===== src/rtl/quat_result_serializer_if.sv =====
// Handshake bundle between the quaternion multiplier, the serializer and
// the narrow downstream consumer: a four-component input side and a
// one-component-per-beat output side.
interface quat_result_serializer_if #(
  parameter int W = 32
);
  logic         in_valid;
  logic         in_ready;
  logic [W-1:0] in_r1;
  logic [W-1:0] in_r2;
  logic [W-1:0] in_r3;
  logic [W-1:0] in_r4;
  logic         out_valid;
  logic         out_ready;
  logic [W-1:0] out_data;
  logic [1:0]   out_idx;
  logic         out_last;

  // Producer of quaternions and consumer of beats (multiplier side + sink).
  modport master (
    output in_valid, in_r1, in_r2, in_r3, in_r4, out_ready,
    input  in_ready, out_valid, out_data, out_idx, out_last
  );

  // The serializer itself.
  modport slave (
    input  in_valid, in_r1, in_r2, in_r3, in_r4, out_ready,
    output in_ready, out_valid, out_data, out_idx, out_last
  );
endinterface


===== src/rtl/quat_result_serializer.sv =====
// Captures product quaternions into a small FIFO and streams them out one
// component per beat (r1, r2, r3, r4) over a valid/ready interface.
// Quaternions offered while the FIFO is full are dropped and flagged.
module quat_result_serializer #(
  parameter int DEPTH = 2,
  parameter int W     = 32
) (
  input  logic                     clk,
  input  logic                     rst,
  quat_result_serializer_if.slave  bus,
  output logic [$clog2(DEPTH):0]   occupancy,
  output logic                     drop_err
);

  localparam int PW = $clog2(DEPTH);
  localparam int OW = PW + 1;
  localparam logic [OW-1:0] FULL = OW'(DEPTH);

  typedef enum logic {
    IDLE,
    STREAM
  } state_t;

  state_t                 state, state_next;
  logic [1:0]             idx, idx_next;
  logic [PW-1:0]          wr_ptr, rd_ptr;
  logic [OW-1:0]          occ_next;
  logic [3:0][W-1:0]      mem [DEPTH];
  logic                   push, pop, beat;

  // in_ready looks only at registered occupancy, so a full FIFO never
  // accepts in the same cycle it pops.
  assign bus.in_ready = !rst && (occupancy < FULL);

  assign push = bus.in_valid && bus.in_ready;
  assign beat = (state == STREAM) && bus.out_ready;
  assign pop  = beat && (idx == 2'd3);

  // Occupancy after this cycle's push/pop; simultaneous push+pop cancels.
  always_comb begin
    occ_next = occupancy;
    case ({push, pop})
      2'b10:   occ_next = occupancy + OW'(1);
      2'b01:   occ_next = occupancy - OW'(1);
      default: occ_next = occupancy;
    endcase
  end

  // Serializer next-state and beat outputs.
  always_comb begin
    // NOTE: every output gets a default first so no path leaves it unassigned
    // and no latch is inferred.
    state_next    = state;
    idx_next      = idx;
    bus.out_valid = 1'b0;
    bus.out_data  = '0;
    bus.out_idx   = 2'd0;
    bus.out_last  = 1'b0;
    case (state)
      IDLE: begin
        if (occupancy != '0) begin
          state_next = STREAM;
          idx_next   = 2'd0;
        end
      end
      STREAM: begin
        bus.out_valid = 1'b1;
        bus.out_data  = mem[rd_ptr][idx];
        bus.out_idx   = idx;
        bus.out_last  = (idx == 2'd3);
        if (bus.out_ready) begin
          idx_next = idx + 2'd1;
          if (idx == 2'd3 && occ_next == '0) begin
            state_next = IDLE;
          end
        end
      end
      default: state_next = IDLE;
    endcase
  end

  // Control state: FSM, beat index, pointers, occupancy and the sticky drop flag.
  always_ff @(posedge clk) begin
    // NOTE: sequential state uses non-blocking assignments so every register
    // samples the pre-edge values of the others.
    if (rst) begin
      state     <= IDLE;
      idx       <= 2'd0;
      wr_ptr    <= '0;
      rd_ptr    <= '0;
      occupancy <= '0;
      drop_err  <= 1'b0;
    end else begin
      state     <= state_next;
      idx       <= idx_next;
      occupancy <= occ_next;
      if (push) wr_ptr <= wr_ptr + PW'(1);
      if (pop)  rd_ptr <= rd_ptr + PW'(1);
      if (bus.in_valid && !bus.in_ready) drop_err <= 1'b1;
    end
  end

  // Quaternion storage, one whole quaternion per slot.
  always_ff @(posedge clk) begin
    // NOTE: the storage array is deliberately not reset; occupancy and the
    // pointers decide what is valid, and outputs are gated to zero when idle.
    if (push) begin
      mem[wr_ptr] <= {bus.in_r4, bus.in_r3, bus.in_r2, bus.in_r1};
    end
  end

endmodule


===== src/flat_wrapper.sv =====
// flat-port wrapper written by rule: the top's interface ports become plain ports
module quat_result_serializer_flat 
#(
  parameter int DEPTH = 2,
  parameter int W     = 32
)
  (clk, rst, occupancy, drop_err, bus_in_valid, bus_in_r1, bus_in_r2, bus_in_r3, bus_in_r4, bus_out_ready, bus_in_ready, bus_out_valid, bus_out_data, bus_out_idx, bus_out_last);
  quat_result_serializer_if #(.W(W)) bus_i ();
  input  logic clk;
  input  logic rst;
  output logic [$clog2(DEPTH):0] occupancy;
  output logic drop_err;
  input wire logic [$bits(bus_i.in_valid)-1:0] bus_in_valid;
  input wire logic [$bits(bus_i.in_r1)-1:0] bus_in_r1;
  input wire logic [$bits(bus_i.in_r2)-1:0] bus_in_r2;
  input wire logic [$bits(bus_i.in_r3)-1:0] bus_in_r3;
  input wire logic [$bits(bus_i.in_r4)-1:0] bus_in_r4;
  input wire logic [$bits(bus_i.out_ready)-1:0] bus_out_ready;
  output wire logic [$bits(bus_i.in_ready)-1:0] bus_in_ready;
  output wire logic [$bits(bus_i.out_valid)-1:0] bus_out_valid;
  output wire logic [$bits(bus_i.out_data)-1:0] bus_out_data;
  output wire logic [$bits(bus_i.out_idx)-1:0] bus_out_idx;
  output wire logic [$bits(bus_i.out_last)-1:0] bus_out_last;
  assign bus_i.in_valid = bus_in_valid;
  assign bus_i.in_r1 = bus_in_r1;
  assign bus_i.in_r2 = bus_in_r2;
  assign bus_i.in_r3 = bus_in_r3;
  assign bus_i.in_r4 = bus_in_r4;
  assign bus_i.out_ready = bus_out_ready;
  assign bus_in_ready = bus_i.in_ready;
  assign bus_out_valid = bus_i.out_valid;
  assign bus_out_data = bus_i.out_data;
  assign bus_out_idx = bus_i.out_idx;
  assign bus_out_last = bus_i.out_last;
  quat_result_serializer #(.DEPTH(DEPTH), .W(W)) u_core (.clk(clk), .rst(rst), .bus(bus_i), .occupancy(occupancy), .drop_err(drop_err));
endmodule

===== config.mk =====
export PLATFORM = sky130hd
export DESIGN_NAME = quat_result_serializer_flat
export DESIGN_NICKNAME = d
export VERILOG_FILES = /design/src/rtl/quat_result_serializer_if.sv /design/src/rtl/quat_result_serializer.sv /design/src/flat_wrapper.sv
export SDC_FILE = /design/constraint.sdc
export NUM_CORES = 1
export LEC_CHECK = 0
export CAP_MARGIN = 20
export CORE_ASPECT_RATIO = 2
export CORE_MARGIN = 1.5
export CORE_UTILIZATION = 57
export DETAILED_ROUTE_END_ITERATION = 6
export PLACE_DENSITY = 0.89
export SYNTH_ARGS = -nofsm -noshare
export SYNTH_HDL_FRONTEND = slang
export SYNTH_SLANG_ARGS = --single-unit

===== constraint.sdc =====
create_clock -name clk -period 13.3 [get_ports clk]
set_input_delay 1.33 -clock clk [delete_from_list [all_inputs] [get_ports clk]]
set_output_delay 1.33 -clock clk [all_outputs]
set_load 0.005 [all_outputs]

==> summary.md <==
| Metric | Value |
|---|---|
| Vias | `5510` |
| Final HPWL DP | `13.72 mm` |
| DP Worst Slack | `8.894 ns` |
| Final setup viols | `0` |
| Initial cell density of the core | `58.28%` |
| Top FF cell, synth | `edfxtp_1` |
| Yosys cell types | `30` |
| Commonest non-fill, non-tap cells in the layout | `edfxtp_1, clkdlybuf4s50_1, nor2_1, mux2i_1, mux4_2` |
| Worst-Margin Slew | `~0.99 ns` |
| Die ar. | `0.01914 sq mm` |
| Failing checks | `DRC` |
| Clk_lat worst skew | `0.50 ns` |
| Peak supply drop | `between 0.0001 and 0.00015 V` |
| EDFF count, synth | `256` |
| Grt ovf | `0` |
| # fillers | `1066` |
| Final non-filler cell total | `931` |
| Final Max Slew Viols | `0` |
| Critical path, cell by cell | `buf_4 > mux4_2 > nor2_1 > a211oi_2 > clkdlybuf4s50_1` |
| Tot Pwr | `1758 uW` |
| Post-DR wirelength/cell | `22.74 um` |
| RSZ-0062 raised after global routing | `false` |
| Yosys Warn Count | `0` |
| Required @ worst endpoint | `~12 ns` |
| Die height | `194.2 um` |
| Final hold violation count | `0` |
| Worst setup path end | `bus_out_data[10]` |
| Area of the multi-input gates | `0.002328 sq mm` |
| Die Wd | `98.58 um` |
| Syn_nets | `between 600 and 700` |
| Area occupied by registers | `0.007874 sq mm` |
| R2R Setup Slk | `10.61 ns` |
| Sw frac | `19.47%` |
| Hold Crit Depth | `2` |
| Cts hold-fix bufs | `0` |
| Core Region | `0.01787 sq mm` |
| FFs w/ async S/R, synth | `0%` |
| Hold Path Class | `reg2reg` |
| F_max | `about 0.21 GHz` |
| 1st-pass router iterations | `7` |
| Relative slew slack | `34.13%` |
| Slack of the critical path | `8.468 ns` |
| Drt total wl | `21.17 mm` |
| I/O pin count | `172` |
| Design area | `approximately 0.013 sq mm` |
| Largest net degree at the start of global routing | `74` |
| Reg clk slew, reported paths | `0.07 ns` |
| H-Tree Depth | `1` |
| Synth Register Bits | `265` |
| Worst Path Max Fanout | `55` |
| Vias in the first global route | `6167` |
| Crit path time final | `4.832 ns` |
| Critical R2R Launch | `u_core.occupancy[1]$_SDFF_PP0_` |
| Num CTS Buffers | `22` |
| Sequential cell area fraction in the yosys report | `75.54%` |
| CTS Root Cell | `clkbuf_16` |
| GPL Wtd Cong | `0.7476` |
| Static leakage | `0.004050 uW` |
| Internal power | `1416 uW` |
| Synth Area per Inst | `19.73 sq um` |
| Setup CP Type | `reg2out` |
| P per Cell Area | `135.0 mW/mm^2` |
| Vias per Instance | `5.918` |
| CTS sink count | `between 200 and 300` |
| Status | `finished with violations` |
| Rows | `between 60 and 70` |
| CTS tree | `built` |
| Initial antenna violation count | `2` |
| Global-route wire length before repair | `about 32 mm` |
| Slowest-stage cell, CP | `dfxtp_4` |
| Startpoint Class | `flop` |
| Post CTS Setup Buffer Count | `0` |
| Clock power share | `37.9%` |
| Worst R2R End | `u_core.mem[1][117]$_DFFE_PP_` |
| Largest stage delay, worst path | `0.97 ns` |
| R2R cell count | `3` |
| 1st-iter DRT viols | `298` |
| CTS Buffer Depth | `3` |
| Resize count post-CTS | `0` |
| Total Negative Setup Slacks | `0 ns` |
| Final period util | `36.33%` |
| Dpl cells | `888` |
| Combinational Power Share | `7.2%` |
| Seq pwr share | `54.9%` |
| Setup Skew | `0.01096 ns` |
| Synthesized area | `about 0.010 sq mm` |
| Share of cells above drive strength 1 | `18.46%` |
| Residual DRC | `16` |
| GRT Overall Usage | `22.24%` |
| CP endpoint kind | `output port` |
| Area grow syn2layout | `24.99%` |
| Commonest non-fill, non-tap cell in the layout | `edfxtp_1` |
| Placed cell areas | `0.01224 sq mm` |
| Max cap viols | `0` |
| Nets | `834` |
| Switch Pwr | `342.2 uW` |
| Port Buffers | `around 170` |
| Post-synthesis cell count | `528` |
| Antenna Nets Post-Route | `0` |
| CP Data Arrival Time | `3.50 ns` |
## per-layer routing
metal | vias to the layer above | routed length [um] | track usage (%)
li1 | 2465 | - | -
met1 | 2757 | 7053 | 23.77
met2 | 217 | 11810 | 40.84
met3 | 71 | 1088 | 3.389
met4 | 0 | 1219 | 12.96
met5 | - | 0 | 0
## metrics by stage
stage	hold slack [ns]	utilization (%)
after global routing	0.5132	72.83
after global placement	0.4524	68.47
after floorplan	0.4604	-
final	0.4905	72.84
after CTS	0.4968	72.65
after detailed placement	0.4814	68.47
## Yosys cell counts (4+ instances only)
library cell	n	share of area (%)
a211oi_1	4	0.29
a211oi_2	30	3.6
a21oi_1	5	0.24
buf_12	4	0.77
buf_2	10	0.48
buf_6	4	0.43
clkbuf_1	10	0.36
dfxtp_1	9	1.7
edfxtp_1	256	74
mux2_1	5	0.54
mux2_2	27	2.9
mux2i_1	32	3.1
mux4_2	32	6.9
nor2_1	39	1.4
nor2b_1	5	0.30
o21ai_0	29	1.4
o21ai_1	5	0.24
## power by group through the flow
| stage | Combinational, uW | Sequential [uW] | Clock (uW) |
|---|---|---|---|
| 6_report | 127 | 964 | 666 |
| 5_1_grt | 136 | 966 | 708 |
| 4_1_cts | 129 | 964 | 680 |
| 3_5_place_dp | 128 | 982 | 0 |
| 3_3_place_gp | 122 | 979 | 0 |
| 2_1_floorplan | 52.9 | 983 | 0 |
## critical path: cells and delay by family (launching register included)
kind	cells	cell delay, ns
and+or+nand+nor	1	0.14
muxes	1	0.59
DFF	1	0.97
AOI/OAI and AO/OA	1	0.05
buffers and inverters	2	1.20
## cell families (layout without fill, tap and decap cells)
logic type | count (synthesis) | count (layout) | synth area share [%]
compound gates | 74 | 74 | 5.851
xor+xnor | 3 | 3 | 0.2523
fa+ha+maj | 2 | 2 | 0.2402
buf+inv | 32 | 219 | 2.295
flops | 265 | 265 | 75.54
mux | 96 | 96 | 13.46
other cells | 0 | 3 | 0
simple gates | 56 | 56 | 2.367
## registers in the layout, indices dropped and copies added (netlist names), named ones only
register and flops:
u_core.state 1, u_core.mem 256, u_core.wr_ptr 1, u_core.occupancy 2
u_core.drop_err 1, u_core.idx 2, u_core.rd_ptr 1
## worst min-delay path by stage
stage | end | slack (ns) | from
after floorplan | u_core.drop_err$_SDFFE_PP0P_ | 0.46 | u_core.drop_err$_SDFFE_PP0P_
after global placement | u_core.drop_err$_SDFFE_PP0P_ | 0.45 | u_core.drop_err$_SDFFE_PP0P_
after detailed placement | u_core.drop_err$_SDFFE_PP0P_ | 0.48 | u_core.drop_err$_SDFFE_PP0P_
after CTS | u_core.drop_err$_SDFFE_PP0P_ | 0.50 | u_core.drop_err$_SDFFE_PP0P_
after global routing | u_core.drop_err$_SDFFE_PP0P_ | 0.51 | u_core.drop_err$_SDFFE_PP0P_
final | u_core.drop_err$_SDFFE_PP0P_ | 0.49 | u_core.drop_err$_SDFFE_PP0P_
## cell type report
type,count,share of cell area [%]
multi-input cells,231,17.89
repair buffers,179,13.76
inverters,1,0.02884
flip-flops and latches,265,60.49
diodes,3,0.05767
well taps,213,2.047
clock buffers,28,4.566
clock inverters,11,1.163
Note: power is estimated with default switching activity, not from simulation.
